File: config.mk
export PLATFORM = sky130hd
export DESIGN_NAME = bit_stream_serializer_flat
export DESIGN_NICKNAME = d
export VERILOG_FILES = /design/src/rtl/bit_stream_serializer_if.sv /design/src/rtl/bit_stream_serializer.sv /design/src/flat_wrapper.sv
export SDC_FILE = /design/constraint.sdc
export NUM_CORES = 1
export LEC_CHECK = 0
export ABC_AREA = 1
export CORE_MARGIN = 4
export CORE_UTILIZATION = 47
export CTS_BUF_LIST = sky130_fd_sc_hd__clkbuf_4 sky130_fd_sc_hd__clkbuf_8 sky130_fd_sc_hd__clkbuf_16
export CTS_CLUSTER_DIAMETER = 50
export DETAILED_ROUTE_END_ITERATION = 12
export PLACE_DENSITY_LB_ADDON = 0.25
export SYNTH_ARGS = -nofsm -noshare
export SYNTH_HDL_FRONTEND = slang
export SYNTH_SLANG_ARGS = --single-unit
File: constraint.sdc
create_clock -name clk -period 1.56 [get_ports clk]
set_input_delay 0.156 -clock clk [delete_from_list [all_inputs] [get_ports clk]]
set_output_delay 0.156 -clock clk [all_outputs]
set_load 0.1 [all_outputs]
File: src/rtl/bit_stream_serializer_if.sv
// Word-in / bit-out bus of the bit stream serializer.
// master drives words and the shift enable; slave is the serializer itself.
interface bit_stream_serializer_if #(
  parameter int WIDTH = 8
);
  logic [WIDTH-1:0] in_data;
  logic             in_valid;
  logic             in_ready;
  logic             enable;
  logic             serial_out;
  logic             serial_valid;
  logic             word_done;
  logic             busy;

  modport master (
    output in_data, in_valid, enable,
    input  in_ready, serial_out, serial_valid, word_done, busy
  );

  modport slave (
    input  in_data, in_valid, enable,
    output in_ready, serial_out, serial_valid, word_done, busy
  );
endinterface

File: src/rtl/bit_stream_serializer.sv
// Parallel-to-serial stage feeding a serial-pattern detector, one bit per enabled clock.
// Optional even-parity trailer bit: define SERIALIZER_PARITY_EN.
module bit_stream_serializer #(
  parameter int   WIDTH     = 8,
  parameter bit   MSB_FIRST = 1'b1,
  parameter logic IDLE_BIT  = 1'b0
) (
  input  logic                    clk,
  input  logic                    reset,
  bit_stream_serializer_if.slave  bus
);

`ifdef SERIALIZER_PARITY_EN
  localparam int FL = WIDTH + 1;
`else
  localparam int FL = WIDTH;
`endif
  localparam int            CW   = $clog2(FL + 1);
  localparam logic [CW-1:0] LAST = CW'(FL - 1);

  localparam logic [0:0] S_IDLE  = 1'b0;
  localparam logic [0:0] S_SHIFT = 1'b1;

  logic [0:0]       r_state;
  logic [CW-1:0]    r_cnt;
  logic [WIDTH-1:0] r_shift;
`ifdef SERIALIZER_PARITY_EN
  logic             r_parity;
`endif

  logic w_busy;
  logic w_last;
  logic w_ready;
  logic w_accept;
  logic w_head;
  logic w_bit;

  assign w_busy   = (r_state == S_SHIFT);
  // A stalled last bit is not "presented", so it neither completes the frame nor opens the port.
  assign w_last   = w_busy && bus.enable && (r_cnt == LAST);
  assign w_ready  = !w_busy || w_last;
  assign w_accept = bus.in_valid && w_ready;
  assign w_head   = MSB_FIRST ? r_shift[WIDTH-1] : r_shift[0];

`ifdef SERIALIZER_PARITY_EN
  assign w_bit = (r_cnt == CW'(WIDTH)) ? r_parity : w_head;
`else
  assign w_bit = w_head;
`endif

  assign bus.in_ready     = w_ready;
  assign bus.busy         = w_busy;
  assign bus.word_done    = w_last;
  assign bus.serial_valid = w_busy && bus.enable;
  assign bus.serial_out   = (w_busy && bus.enable) ? w_bit : IDLE_BIT;

  // NOTE: state uses non-blocking assignments so every register samples pre-edge values;
  // reset is asynchronous, so it sits in the sensitivity list and wins over everything else.
  always_ff @(posedge clk or posedge reset) begin
    if (reset) begin
      r_state <= S_IDLE;
      r_cnt   <= '0;
      r_shift <= '0;
`ifdef SERIALIZER_PARITY_EN
      r_parity <= 1'b0;
`endif
    end else if (w_accept) begin
      r_state <= S_SHIFT;
      r_cnt   <= '0;
      r_shift <= bus.in_data;
`ifdef SERIALIZER_PARITY_EN
      r_parity <= ^bus.in_data;
`endif
    end else if (w_busy && bus.enable) begin
      if (w_last) begin
        r_state <= S_IDLE;
        r_cnt   <= '0;
      end else begin
        r_cnt <= r_cnt + CW'(1);
        if (MSB_FIRST) r_shift <= {r_shift[WIDTH-2:0], 1'b0};
        else           r_shift <= {1'b0, r_shift[WIDTH-1:1]};
      end
    end
  end

endmodule
File: src/flat_wrapper.sv
// flat-port wrapper written by rule: the top's interface ports become plain ports
module bit_stream_serializer_flat 
#(
  parameter int   WIDTH     = 8,
  parameter bit   MSB_FIRST = 1'b1,
  parameter logic IDLE_BIT  = 1'b0
)
  (clk, reset, bus_in_data, bus_in_valid, bus_enable, bus_in_ready, bus_serial_out, bus_serial_valid, bus_word_done, bus_busy);
  bit_stream_serializer_if #(.WIDTH(WIDTH)) bus_i ();
  input  logic clk;
  input  logic reset;
  input wire logic [$bits(bus_i.in_data)-1:0] bus_in_data;
  input wire logic [$bits(bus_i.in_valid)-1:0] bus_in_valid;
  input wire logic [$bits(bus_i.enable)-1:0] bus_enable;
  output wire logic [$bits(bus_i.in_ready)-1:0] bus_in_ready;
  output wire logic [$bits(bus_i.serial_out)-1:0] bus_serial_out;
  output wire logic [$bits(bus_i.serial_valid)-1:0] bus_serial_valid;
  output wire logic [$bits(bus_i.word_done)-1:0] bus_word_done;
  output wire logic [$bits(bus_i.busy)-1:0] bus_busy;
  assign bus_i.in_data = bus_in_data;
  assign bus_i.in_valid = bus_in_valid;
  assign bus_i.enable = bus_enable;
  assign bus_in_ready = bus_i.in_ready;
  assign bus_serial_out = bus_i.serial_out;
  assign bus_serial_valid = bus_i.serial_valid;
  assign bus_word_done = bus_i.word_done;
  assign bus_busy = bus_i.busy;
  bit_stream_serializer #(.WIDTH(WIDTH), .MSB_FIRST(MSB_FIRST), .IDLE_BIT(IDLE_BIT)) u_core (.clk(clk), .reset(reset), .bus(bus_i));
endmodule
# After elaboration in Yosys (flattened, before gate mapping)
# Cells that the tools add are included.
[totals] wordCells=25 register_bits=13 out_inout_bits=5
[classes] add_sub_neg=1 eq_ne=2 reduce_logical=9 mux=10
[ops] operator="8-bit two-way mux" count=3
[ops] operator="4-bit two-way mux" count=3
[ops] operator="4-bit by 1-bit adder with 4-bit output, second input constant" count=1
[ops] operator="4-bit by 3-bit == test with 1-bit output, second input constant" count=1
[ops] operator="1-bit two-way mux" count=4
[ops] operator="2-bit AND reduction" count=2
[ops] operator="2-bit nonzero test" count=2
[ops] operator="1-bit logical AND" count=3
[ops] operator="2-bit != test, second input constant" count=1
[ops] operator="1-bit logical NOT" count=1
[ops] operator="1-bit logical OR" count=1

# Depth between registers and ports, before layout
# Gate-level depths: netlist (run 1).
[logic_depth] depth_word=6 ltp_mapped=9

# Worst setup path before layout (run 1)
# Ideal clock, no wire load.
[synth_path] path_kind="flip-flop to output port" start="reg u_core.r_state (netlist: u_core.bus.busy)" end="out bus_serial_out" path_buffers=0 t_arrival_ns=2.462 slack_ns=-1.058 required_ns=1.404 path_stages_with_launch=3 cell_sequence="dfrtp_1 -> nand2_2 -> nor2_1"
[synth_via] elab_chain_len=2
[synth_lines] element="start, declared" line="bit_stream_serializer.sv:24" source="logic [0:0] r_state;"
[synth_lines] element="start signal, assigned" line="bit_stream_serializer.sv:61" source="r_state <= S_IDLE;"
[synth_lines] element="start signal, assigned" line="bit_stream_serializer.sv:68" source="r_state <= S_SHIFT;"
[synth_lines] element="start signal, assigned" line="bit_stream_serializer.sv:76" source="r_state <= S_IDLE;"
[synth_lines] element="1-bit logical AND" line="bit_stream_serializer.sv:55" source="assign bus.serial_out = (w_busy && bus.enable) ? w_bit : IDLE_BIT;"
[synth_lines] element="1-bit two-way mux" line="bit_stream_serializer.sv:55"
[synth_lines] element="end, declared" line="flat_wrapper.sv:16" source="output wire logic [$bits(bus_i.serial_out)-1:0] bus_serial_out;"
# No other way between the ends.

# Worst setup path after layout (run 1)
[layout_path] start="reg u_core.r_cnt[1]" end="out bus_word_done"
[layout_via] elab_chain_len=2
[layout_lines] element="start, declared" line="bit_stream_serializer.sv:25" source="logic [CW-1:0] r_cnt;"
[layout_lines] element="start signal, assigned" line="bit_stream_serializer.sv:79" source="r_cnt <= r_cnt + CW'(1);"
[layout_lines] element="4-bit by 3-bit == test with 1-bit output" line="bit_stream_serializer.sv:40" source="assign w_last = w_busy && bus.enable && (r_cnt == LAST);"
[layout_lines] element="1-bit logical AND" line="bit_stream_serializer.sv:40"
[layout_lines] element="end, declared" line="flat_wrapper.sv:18" source="output wire logic [$bits(bus_i.word_done)-1:0] bus_word_done;"
# No other way between the ends.

==> results.toml, run 1 <==
[outcome]
status = "finished with violations"
violations = "negative setup slack"

[setup_path]
cp_num_buf_inv = 3
r2r_start = "u_core.r_cnt[1]"
rrSetupSlack_ns = 0.13
crit_family = "flip-flops"
reg2reg_to = "u_core.r_shift[2]"
reg2reg_depth = 10
worstSetupPathType = "reg -> out"
cp-start-kind = "flop"
slowest_delay_ns = 0.39
timing.critical_path.mode_cell = "nand2_4"
cp_max_fo = 2
worst_ep_required_time_ns = 1.40
slowest_stage = "dfrtp_1"
critPathArrivalTime_ns = 1.42
end_kind = "primary output"
path_cells = "ha_4 -> nand2_4 -> nor2_4 -> nand2_4 -> buf_6 -> clkinvlp_4 -> buf_12"
critical_path_cell_count = 7

[drt]
drc = 0
ant_nets = 0
finalWirelength_um = 1630
dr_total_vias = 713
drt_iter0_markers = 7
firstDrtPassIters = 4
viasPerCell = 4.88
routedWlPerCell_um = 11.2

[global_routing]
grt_overflow_total = 0
antenna_found_initial = 0
grt_pass1_vias = 683
grt_max_degree = 14
grt_usage_pct = 17.3
grt_pass1_wl_um = 2790

[floorplan]
start_util_pct = 49.4
die_x_um = 47.6
pin_count = 17
row_count = 14
die_h_um = 47.6
die_area_mm2 = 0.00226
core_area_mm2 = 0.00149

[logic_synthesis]
seq_area_frac_synth_pct = 44.2
async_flop_share_pct = 100
synth_area_um2 = 736
ys_top_cells_by_area = "dfrtp_1 (44%), nand2_1 (14%), nand3_1 (12%)"
synth_most_common_cell = "nand2_1"
synthFlopType = "dfrtp_1"
ys_types = 16
netlist_instances = 101
yosys.area.top_type = "dfrtp_1"
ys_ff_latch = 13
synthSimpleGateAreaFrac_pct = 34.0
synth.top_cell.area_share_pct = 44.2
yosysWarnings = 0
synth_nets = 114
avgSynthCellArea_um2 = 7.28
synthMuxAreaShare_pct = 0
synth_top_family_by_area = "simple AND/OR/NAND/NOR gates"
synth_common_cells = "nand2_1 (27), inv_1 (21), nand3_1 (18)"
synth_enable_flop_cells = 0
synth-compound-area-share_pct = 5.27
synth_xor_area_share_pct = 0
synth-adder-area-share_pct = 1.70

[cts]
cts_buffers = 3
clock_path_buffers = 2
clk_latency_ns = 0.27
htreeDepth = 1
cts_tree = "yes"
root_buffer = "clkbuf_4"
path_clk_slew_ns = 0.08
numClockSinks = 13

[sta]
slew_violations = 0
timing.final.crit_share_pct = 101
worst_clock_skew_ns = 0.00306
postLayoutSetupSlackWorst_ns = -0.0210
period_needed_ns = 1.58
rsz0062_at_grt = "yes"
tightest_slew_ns = 0.506
finalSetupViolCount = 1
timing.fmax_mhz = 633
slew_headroom_pct = 66.2
hold_viol = 0

[pwr]
p_sw_mw = 0.658
comb_power_share_pct = 51.6
power_density_mw_per_mm2 = 1410
seq_power_share_pct = 34.8
p_int_mw = 0.939
clkPwrFrac_pct = 13.6
swShare_pct = 41.2
power_leakage_nw = 0.605
vdd_drop_max_mv = 0.801

[run]
cap_violations = 0

[cells_and_area]
n_antenna_cell = 0
syn_to_final_growth_pct = 54.4
stdcell_area_mm2 = 0.00114
final_nets = 144
drive_above_1_share_pct = 27.7
n_fill_cell = 113

[worst_hold_path]
hp-class = "in -> async"

[placed_design]
routabilityCongestion = 0.772
post-place-ws_ns = 0.0927
hpwl_um = 1160
io_buffers = 16
post_dp_cell_area_mm2 = 0.00102
[worst max path at each step]
stage / slack, ns / from / end
floorplan: -0.14 / u_core.bus.busy / bus_serial_out
global placement: 0.10 / bus_enable / bus_in_ready
detailed placement: 0.09 / bus_enable / u_core.r_shift[3]
CTS: -0.08 / u_core.r_cnt[1] / bus_word_done
global route: -0.09 / u_core.r_cnt[1] / bus_word_done
finish: -0.02 / u_core.r_cnt[1] / bus_word_done
[cell families after synthesis]
group / after synthesis
AO/OA/AOI/OAI: 7
flip-flops: 13
AND/OR/NAND/NOR: 55
buffers and inverters: 25
adder cells (fa/ha/maj): 1
[state kept, by name, summed over array words and instances (netlist names)]
register	flops
u_core.r_shift	8
u_core.bus.busy	1
u_core.r_cnt	4
[stage by stage]
step	util [%]	setup TNS, ns	hold WS, ns	instances	total power [mW]
finish	76.3	-0.0210	0.209	146	1.60
global route	76.3	-0.152	0.258	146	1.73
CTS	74.3	-0.150	0.222	146	1.56
detailed placement	68.8	0	0.465	137	1.26
global placement	68.8	0	0.463	137	1.24
floorplan	-	-0.494	0.0330	101	1.04
[power by group through the flow]
stage | combinational (mW) | clock, mW | sequential [mW]
after global routing | 0.916 | 0.240 | 0.574
after CTS | 0.793 | 0.224 | 0.540
after floorplan | 0.485 | 0 | 0.550
final | 0.824 | 0.218 | 0.556
after global placement | 0.699 | 0 | 0.539
after detailed placement | 0.714 | 0 | 0.547
[what timing repair did]
item | CTS | global route
cloned | 0 | 0
pin swaps | 4 | 2
hold buffers | 0 | 0
buffers inserted | 5 | 0
gates resized for setup | 4 | 5
setup endpoints to repair | 2 | 11
[cell type report]
class	instances	area (µm²)	area share, %
Timing Repair Buffer	27	309	27.2
Tap cell	16	20.0	1.76
Clock buffer	4	30.0	2.64
Inverter	23	93.8	8.26
Multi-Input combinational cell	63	354	31.2
Sequential cell	13	329	29.0
[placed cells by master, fill, tap and decap left out]
master	synthesis	final
nand2_1	27	26
inv_1	21	19
nand3_1	18	17
dfrtp_1	13	12
clkdlybuf4s50_1	0	11
buf_4	0	9
nand2_4	1	6
buf_12	0	6
clkbuf_4	0	4
a21oi_1	3	3
inv_2	2	2
nor2_1	3	2
o21ai_1	1	2
clkinvlp_4	0	2
o21ai_2	1	1
nor2_4	0	1
nor3_1	1	1
nor2_2	1	1
nand3_2	0	1
o21ai_0	2	1
ha_4	0	1
buf_6	2	1
dfrtp_4	0	1
[metal layers]
layer  global-route usage (%)  wire length, µm
met4                     7.53               37
met1                     21.0              663
met3                     3.76               70
met2                     29.4              859
met5                        0                0
Note: power is estimated with default switching activity, not from simulation.
==> inputs of run 2 (changes only) <==
- CORE_UTILIZATION: 47 -> 35
==> results.toml, run 2 (synthesis gave the netlist of run 1 again) <==
[sta]
slew_violations = 0
slew_headroom_pct = 65.0
rsz0062_at_grt = "yes"
timing.final.crit_share_pct = 103
worst_clock_skew_ns = 0.000507
tightest_slew_ns = 0.524
timing.fmax_mhz = 625
finalSetupViolCount = 2
holdWs_ns = 0.201
postLayoutSetupSlackWorst_ns = -0.0408
period_needed_ns = 1.60
hold_viol = 0
setup_tns_ns = -0.0753

[pwr]
total_power_mw = 1.61
power_leakage_nw = 0.600
vdd_drop_max_mv = 0.804
power_density_mw_per_mm2 = 1410

[drt]
viasPerCell = 4.52
drt_iter0_markers = 12
firstDrtPassIters = 4
dr_total_vias = 709
finalWirelength_um = 1660
ant_nets = 0
routedWlPerCell_um = 10.6
drc = 0

[placed_design]
hpwl_um = 1220
post_dp_cell_area_mm2 = 0.00103
io_buffers = 16
routabilityCongestion = 0.765

[cts]
numClockSinks = 13
clk_latency_ns = 0.28
htreeDepth = 1
holdBufCountCts = 0
cts_buffers = 3
cts_tree = "yes"
path_clk_slew_ns = 0.08
root_buffer = "clkbuf_4"
clock_path_buffers = 2

[global_routing]
antenna_found_initial = 0
grt_overflow_total = 0
grt_usage_pct = 14.7
grt_pass1_wl_um = 2930
grt_max_degree = 14
grt_pass1_vias = 717

[cells_and_area]
multiInputGateArea_um2 = 349
final_common_cell = "nand2_1"
syn_to_final_growth_pct = 55.6
n_fill_cell = 181
final_nets = 144
drive_above_1_share_pct = 27.7
largest_reg_flops = 8
top_register = "u_core.r_shift"
mostFrequentLayoutCells = "nand2_1 (26), inv_1 (19), nand3_1 (17)"
stdcell_area_mm2 = 0.00114
register_area_um2 = 329
n_antenna_cell = 0

[outcome]
violations = "negative setup slack"
status = "finished with violations"

[floorplan]
row_count = 16
die_x_um = 53.8
die_h_um = 53.8
start_util_pct = 37.1
core_area_mm2 = 0.00198
pin_count = 17
die_area_mm2 = 0.00290

[worst_hold_path]
hp-class = "in -> async"

[setup_path]
cp-start-kind = "flop"
reg2reg_to = "u_core.r_shift[4]"
worstSetupPathType = "reg -> out"
critPathArrivalTime_ns = 1.44
reg2reg_depth = 10
rrSetupSlack_ns = 0.13
cp_max_fo = 2
worst_ep_required_time_ns = 1.40
r2r_start = "u_core.r_cnt[0]"
end_kind = "primary output"

[run]
cap_violations = 0
## run 2: how the worst max path moves through the flow
stage	from	endpoint	slack, ns	cells past startpoint
after floorplan	u_core.bus.busy	bus_serial_out	-0.14	2
after global placement	bus_enable	u_core.r_cnt[1]	0.07	8
after detailed placement	bus_enable	u_core.r_cnt[1]	0.02	8
after CTS	u_core.r_cnt[0]	bus_word_done	-0.1	7
after global routing	u_core.r_cnt[0]	bus_word_done	-0.11	7
final	u_core.r_cnt[0]	bus_word_done	-0.04	7
## run 2: worst max-delay path, cell delays in order, from the launching register on
cell,delay [ns]
dfrtp_1,0.40
ha_4,0.17
nand2_4,0.06
nor2_4,0.09
nand2_2,0.08
buf_6,0.13
clkinvlp_4,0.07
buf_12,0.16
## run 2: per-stage QoR
step           cells  setup slack (ns)  utilization [%]
2_1_floorplan    101            -0.140                -
3_3_place_gp     147            0.0695             52.0
3_5_place_dp     147            0.0220             52.0
6_report         157           -0.0408             57.8
4_1_cts          156           -0.0978             56.6
5_1_grt          157            -0.114             57.8
## run 2: report_power, final
| part | switching [mW] | total [mW] | leakage [nW] | internal, mW |
|---|---|---|---|---|
| Sequential | 0.0919 | 0.555 | 0.166 | 0.463 |
| Combinational | 0.459 | 0.825 | 0.416 | 0.365 |
| Clock | 0.115 | 0.232 | 0.0184 | 0.117 |
## run 2: timing repair
| item | in CTS | in global routing |
|---|---|---|
| cloned | 0 | 0 |
| pin swaps | 4 | 2 |
| resized for setup | 6 | 2 |
| setup buffers | 5 | 1 |
| setup endpoints to repair | 2 | 10 |
## run 2: cell type report
type	instances	area share, %
inverters	23	8.20
flip-flops and latches	13	28.7
repair buffers	27	27.0
multi-input cells	63	30.5
clock buffers	4	2.62
well taps	27	2.95
## run 2: metal layers
| metal | vias to the layer above | global-route usage (%) | wire length [µm] |
|---|---|---|---|
| met5 | - | 0 | 0 |
| met4 | 0 | 11.5 | 56 |
| met3 | 5 | 2.49 | 88 |
| met2 | 18 | 24.6 | 850 |
| met1 | 320 | 16.4 | 664 |
| li1 | 366 | - | - |
==> inputs of run 3 (changes only) <==
- CORE_UTILIZATION: 35 -> 47
- REMOVE_ABC_BUFFERS: not set -> 1
- TNS_END_PERCENT: not set -> 5
==> results.toml, run 3 (synthesis gave the netlist of run 1 again) <==
[drt]
routedWlPerCell_um = 11.1
firstDrtPassIters = 4
ant_nets = 0
finalWirelength_um = 1600
drt_iter0_markers = 14
viasPerCell = 4.88
drc = 0
dr_total_vias = 708

[run]
cap_violations = 0

[sta]
slew_headroom_pct = 66.4
timing.final.crit_share_pct = 101
timing.fmax_mhz = 632
postLayoutSetupSlackWorst_ns = -0.0220
hold_viol = 0
setup_tns_ns = -0.0220
rsz0062_at_grt = "yes"
slew_violations = 0
tightest_slew_ns = 0.504
period_needed_ns = 1.58
worst_clock_skew_ns = 0.00797
finalSetupViolCount = 1

[setup_path]
worst_ep_required_time_ns = 1.40
critPathArrivalTime_ns = 1.43
end_kind = "primary output"
cp_max_fo = 3
cp-start-kind = "flop"
worstSetupPathType = "reg -> out"

[outcome]
violations = "negative setup slack"
status = "finished with violations"

[global_routing]
grt_max_degree = 14
grt_usage_pct = 16.9
antenna_found_initial = 0
grt_overflow_total = 0
grt_pass1_vias = 660
grt_pass1_wl_um = 2710

[floorplan]
start_util_pct = 49.4
die_area_mm2 = 0.00226
pin_count = 17
core_area_mm2 = 0.00149
die_x_um = 47.6
row_count = 14
die_h_um = 47.6

[placed_design]
hpwl_um = 1160
io_buffers = 16
routabilityCongestion = 0.842

[cells_and_area]
drive_above_1_share_pct = 24.8
mostFrequentLayoutCells = "nand2_1 (26), inv_1 (21), nand3_1 (18)"
final_nets = 143
final_common_cell = "nand2_1"
syn_to_final_growth_pct = 47.4
largest_reg_flops = 8
utilization_pct = 72.9
top_register = "u_core.r_shift"
n_antenna_cell = 0

[cts]
clk_latency_ns = 0.27
cts_tree = "yes"
htreeDepth = 1
numClockSinks = 13
clock_path_buffers = 2
cts_buffers = 3
root_buffer = "clkbuf_4"
path_clk_slew_ns = 0.09

[worst_hold_path]
hp-class = "in -> async"

[pwr]
power_leakage_nw = 0.594
power_density_mw_per_mm2 = 1420
vdd_drop_max_mv = 0.820
==> run 3: worst paths after layout <==
| path | startpoint | endpoint | slack, ns | cells past startpoint |
|---|---|---|---|---|
| max | u_core.r_cnt[0] | bus_in_ready | -0.02 | 7 |
| min reg2reg | u_core.r_shift[3] | u_core.r_shift[3] | 0.48 | 2 |
| min in group clk | bus_in_data[0] | u_core.r_shift[0] | 0.45 | 3 |
| max reg2reg | u_core.r_cnt[0] | u_core.r_shift[4] | 0.10 | 10 |
| min | reset | u_core.r_shift[0] | 0.20 | 2 |
| max in group asynchronous | reset | u_core.bus.busy | 0.99 | 2 |
==> run 3: worst max-delay path, cell delays in order, from the launching register on <==
cell     delay, ns
dfrtp_1       0.36
ha_2          0.19
nand2_2       0.07
nor2_4        0.12
nand2_4       0.07
nand2_4       0.07
buf_12        0.10
buf_12        0.16
==> run 3: stage by stage <==
step / area, µm² / hold slack (ns) / power, mW / std cells / setup WS (ns)
4_1_cts: 1060 / 0.231 / 1.52 / 143 / -0.0645
3_5_place_dp: 986 / 0.466 / 1.23 / 135 / 0.0135
2_1_floorplan: 713 / 0.0330 / 0.980 / 99 / -1.06
6_report: 1080 / 0.203 / 1.54 / 145 / -0.0220
3_3_place_gp: 986 / 0.465 / 1.21 / 135 / 0.0893
5_1_grt: 1080 / 0.244 / 1.66 / 145 / -0.0767
==> run 3: power breakdown <==
group          total, mW  internal [mW]  switching [mW]
sequential         0.536          0.461          0.0750
clock              0.227          0.116           0.111
combinational      0.772          0.327           0.445
total               1.54          0.904           0.631
==> run 3: metal layers <==
metal	wire length (µm)	up-vias	global-route usage (%)
li1	-	365	-
met1	649	321	19.6
met2	864	17	31.0
met3	67	5	3.38
met4	22	0	4.84
met5	0	-	0
==> run 3: repair_timing <==
item | in CTS | in global routing
gates cloned | 0 | 0
gates resized for setup | 5 | 2
pin swaps | 3 | 4
endpoints found under the hold margin | 0 | 0
hold buffers | 0 | 0
endpoints found under the setup margin | 3 | 11
setup buffers | 4 | 2
==> run 3: final cells by class <==
type                            instances  area [µm²]
Sequential cell                        13         327
Tap cell                               16        20.0
Inverter                               23        86.3
Clock buffer                            4        30.0
Multi-Input combinational cell         63         324
Timing Repair Buffer                   26         298
Fill cell                             120         404
==> RTL change 1: new RTL, settings of run 1 <==
`WIDTH` is set to 8 in 3 places; all go to 16.
--- a/src/rtl/bit_stream_serializer_if.sv
+++ b/src/rtl/bit_stream_serializer_if.sv
@@ -2,5 +2,5 @@
 // master drives words and the shift enable; slave is the serializer itself.
 interface bit_stream_serializer_if #(
-  parameter int WIDTH = 8
+  parameter int WIDTH = 16
 );
   logic [WIDTH-1:0] in_data;
--- a/src/rtl/bit_stream_serializer.sv
+++ b/src/rtl/bit_stream_serializer.sv
@@ -2,5 +2,5 @@
 // Optional even-parity trailer bit: define SERIALIZER_PARITY_EN.
 module bit_stream_serializer #(
-  parameter int   WIDTH     = 8,
+  parameter int   WIDTH     = 16,
   parameter bit   MSB_FIRST = 1'b1,
   parameter logic IDLE_BIT  = 1'b0
--- a/src/flat_wrapper.sv
+++ b/src/flat_wrapper.sv
@@ -2,5 +2,5 @@
 module bit_stream_serializer_flat 
 #(
-  parameter int   WIDTH     = 8,
+  parameter int   WIDTH     = 16,
   parameter bit   MSB_FIRST = 1'b1,
   parameter logic IDLE_BIT  = 1'b0
Ports: changed (resized bus_in_data); port bits go from 17 to 25. The function was not compared with the original's and may differ.
==> RTL change 1 against run 1 <==
  * The flow still finishes with violations (negative setup slack)
  * Sequential cell count increased by 9
  * Worst setup slack got worse by 120 ps
  * Global-route usage increased by 3.0 points
  * Design area rose by 62%
  * Synthesized area rose by 74%
  * Wire length grew 110%
  * Synthesized cell count up 58%
  * Critical path depth unchanged
  * Power rose by 17%
  * Largest cell class unchanged
  * Largest power group is now registers
  * Highest routed layer unchanged
==> RTL change 1: results (changes against run 1) <==
* Status: finished with violations
* Failing checks: negative setup slack
* Met3 Usage GRT at 0.0281 (-0.00952)
* GRT Total Usage at 0.203 (+0.0303)
* Syn nets at 181 (+59%)
* Synth Area in Adders at 0.00976 (-0.00725)
* Worst Reg-to-Reg Cells at 9 (-1)
* Peak supply drop at 0.911 mV (+14%)
* Pin count of the biggest net entering global routing at 23 (+9)
* Clock slew at reported path FFs at 130 ps (+50 ps)
* Via density at 5.46 (+12%)
* Bufs w/o clock at 50 (+85%)
* Filler instances at 192 (+70%)
* Setup violations, final at 2 (+1)
* Average size of a mapped cell at 8.02 um2 (+10%)
* Met2 usage at 0.344 (+0.0500)
* IO Port Bufs at 24 (+8)
* Initial DRC count at 44 (+37)
* Vias in the first global route at 1263 (+85%)
* Layout Utilization at 0.724 (-0.0393)
* WL final at 3470 um (+110%)
* M1 GR Usage at 0.256 (+0.0455)
* Unique masters post-synth at 22 (+6)
* Detailed-placement wirelength estimate at 2260 um (+94%)
* Multi-input gates at 102 (+62%)
* Number of flip-flops under the largest register name at 16 (+8)
* Max-slew headroom at 0.754 (+0.0924)
* Compound-cell area share of the yosys netlist at 0.0341 (-0.0186)
* Worst setup margin at -139 ps (-118 ps)
* Global-route wire length before repair at 5590 um (+100%)
* Synth cell count leaders: 35 x nand2_1, 28 x nand3_1, 25 x inv_1, 22 x dfrtp_1, 15 x nand4_1
* Pre-CTS setup slack at -85.6 ps (-178 ps)
* WL/cell at 14.9 um (+34%)
* Combinational share of power at 0.384 (-0.132)
* Largest cells by area after synthesis: dfrtp_1 43%, nand3_1 11%, nand2_1 10%
* Inverters at 25 (+8.7%)
* Fin nets at 225 (+56%)
* Multi-input combinational area share at 0.321 (+0.00898)
* Clock Latency Late Sink at 310 ps (+40 ps)
* Setup TNS at -264 ps (-243 ps)
* Buffering overhead at 0.283 (+0.0113)
* Met3 Wirelength at 185 um (+160%)
* Sequential standard cell area at 554 um2 (+68%)
* Combinational power at 0.720 mW (-13%)
## RTL change 1: changes by cell type after synthesis, moves of 2 or more
cell     before  now
buf_4         0    3
inv_1        21   25
nand3_1      18   28
nor2_1        3    1
a21oi_1       3    1
buf_2         0    3
dfrtp_1      13   22
nand4_1       0   15
inv_2         2    0
nand3_2       0    7
nand2_1      27   35
xor2_1        0    2
## RTL change 1: cell families (layout without fill, tap and decap cells)
| family | after synthesis | after routing |
|---|---|---|
| compound gates | 7 | 7 |
| simple gates | 92 | 92 |
| xor+xnor | 2 | 2 |
| fa+ha+maj | 1 | 1 |
| flops | 22 | 22 |
| buf+inv | 36 | 79 |
## RTL change 1: worst min-delay path: cells and delay by family
family	cells	cell delay, ps
buf+inv	3	730
## RTL change 1: timing repair
| item | 4_1_cts | 5_1_grt |
|---|---|---|
| setup endpoints to repair | 4 | 21 |
| pin swaps | 4 | 3 |
| buffers inserted | 6 | 5 |
| gates resized for setup | 6 | 3 |
==> RTL change 2: new RTL, config.mk and constraints of run 1 <==
Without the edit above. Make the reset (`reset`) synchronous in one clocked block. Comments in the files are not updated.
--- a/src/rtl/bit_stream_serializer.sv
+++ b/src/rtl/bit_stream_serializer.sv
@@ -57,5 +57,5 @@
   // NOTE: state uses non-blocking assignments so every register samples pre-edge values;
   // reset is asynchronous, so it sits in the sensitivity list and wins over everything else.
-  always_ff @(posedge clk or posedge reset) begin
+  always_ff @(posedge clk) begin
     if (reset) begin
       r_state <= S_IDLE;
Function: differs if reset is asserted again (counterexample within 4 cycles, from zero or initial values and one cycle with reset high); with reset held inactive, the same outputs for 10 cycles.
==> RTL change 2 against run 1 <==
  * Worst setup slack better by 76 ps
  * Wire length up 1.2%
  * Utilization up 0.90 points
  * Non-clock buffer count down 6
  * Die area down 4.0%
  * Synthesized area down 4.8%
  * Cell count up 3.4%
  * Sequential cell count unchanged
  * Design area down 8.3%
  * Count of clock-buffer cells in the layout unchanged
Power is not compared: it rests on default switching activity, and its combinational part moved more than twofold at a synthesized area within 25%.
==> RTL change 2: results (changes against run 1) <==
* Clock slew at reported path FFs at 80 ps (about the same)
* Hold Slack at 446 ps (+237 ps)
* Unique masters post-synth at 15 (-1)
* Clock Latency Late Sink at 280 ps
* Slowest library cell on the worst path: dfxtp_4
* Clk root buf: clkbuf_4
* RD Place Congestion at 0.749 (-3.0%)
* Synth async-reset ratio at 0 (-1.00)
* Synth cell count leaders: 36 x nand2_1, 26 x nor2_1, 21 x inv_1, 13 x dfxtp_1, 4 x a21oi_1
* Register area share after synthesis at 0.371 (-0.0707)
* Global-route wire length before repair at 2800 um (+0.50%)
* Multi-input gate area at 394 um2 (+11%)
* First-pass DRT Iterations at 4 (unchanged)
* Worst Path Max Fanout at 3 (+1)
* Inverters at 21 (-8.7%)
* Setup TNS at 0 ps (+21.0 ps)
* Sequential standard cell area at 269 um2 (-18%)
* Buffering overhead at 0.238 (-0.0343)
* Dominant synthesized flop cell: dfxtp_1
* Detailed-placement wirelength estimate at 1220 um (+4.4%)
* Layout cells sized above 1 at 0.199 (-0.0784)
* Status: complete, no violations
* Number of flip-flops under the largest register name at 8 (unchanged)
* Pin count of the biggest net entering global routing at 16 (+2)
* WL/cell at 10.9 um (-2.2%)
* Multi-input gates at 77 (+22%)
* GRT Total Usage at 0.181 (+0.00767)
* Syn nets at 125 (+9.6%)
* Vias in the first global route at 685 (+0.29%)
* Final clock-cell share at 0.0288 (+0.00238)
* Fin nets at 150 (+4.2%)
* Clock skew at 2.64 ps (-0.420 ps)
* Critical Path AT at 1350 ps (-70 ps)
* Bufs w/o clock at 21 (-22%)
* Worst Hold Class: in2reg
* Max-slew headroom at 0.805 (+0.143)
* Largest cells by area after synthesis: dfxtp_1 37%, nand2_1 19%, nor2_1 14%
* Gr ovfl total at 0 (unchanged)
* Via density at 4.70 (-3.7%)
* Kind of cell adding the most delay to the critical path: flip-flops
* Filler instances at 107 (-5.3%)
* Diodes inserted at 0 (unchanged)
* Largest Register: u_core.r_shift
RTL change 2: cell count changes after synthesis, moves of 2 or more:
cell and change:
nand2_2 -4, nand3_1 -16, dfrtp_1 -13, xor2_1 +2
nand2_1 +9, inv_2 -2, dfxtp_1 +13, nor2_1 +23
RTL change 2: what timing repair did:
| item | in CTS | in global routing |
|---|---|---|
| pin swaps | 2 | 0 |
| setup buffers | 1 | 0 |
| cloned | 0 | 0 |
| setup endpoints to repair | 2 | 4 |
| resized for setup | 5 | 3 |
RTL change 2: logic make-up (layout without fill, tap and decap cells):
group | count (synthesis) | in the layout | synth area share
AND/OR/NAND/NOR | 67 | 67 | 0.384
AO/OA/AOI/OAI | 7 | 7 | 0.0732
adder cells (fa/ha/maj) | 1 | 1 | 0.0179
buffers and inverters | 22 | 46 | 0.129
flip-flops | 13 | 13 | 0.371
XOR/XNOR | 2 | 2 | 0.0250
RTL change 2: stage by stage:
step | area, um2 | worst slack [ps] | cells
2_1_floorplan | 728 | -364 | 112
3_3_place_gp | 976 | -42.2 | 146
3_5_place_dp | 976 | -88.5 | 146
4_1_cts | 1040 | 24.0 | 151
5_1_grt | 1040 | 3.58 | 151
6_report | 1040 | 54.9 | 151
RTL change 2: final timing paths:
path	start	end	cells after the start
hold reg to reg	u_core.r_shift[0]	u_core.r_shift[0]	2
setup / recovery	u_core.r_cnt[1]	bus_word_done	5
setup reg to reg	u_core.r_cnt[1]	u_core.r_shift[5]	8
hold / removal	bus_in_data[0]	u_core.r_shift[0]	3
RTL change 2: metal layers:
layer / routed length [um] / vias to the layer above / GRT usage
met5: 0 / - / 0
met1: 684 / 315 / 0.207
li1: - / 378 / -
met3: 92 / 4 / 0.0586
met4: 23 / 0 / 0.0773
met2: 848 / 13 / 0.305
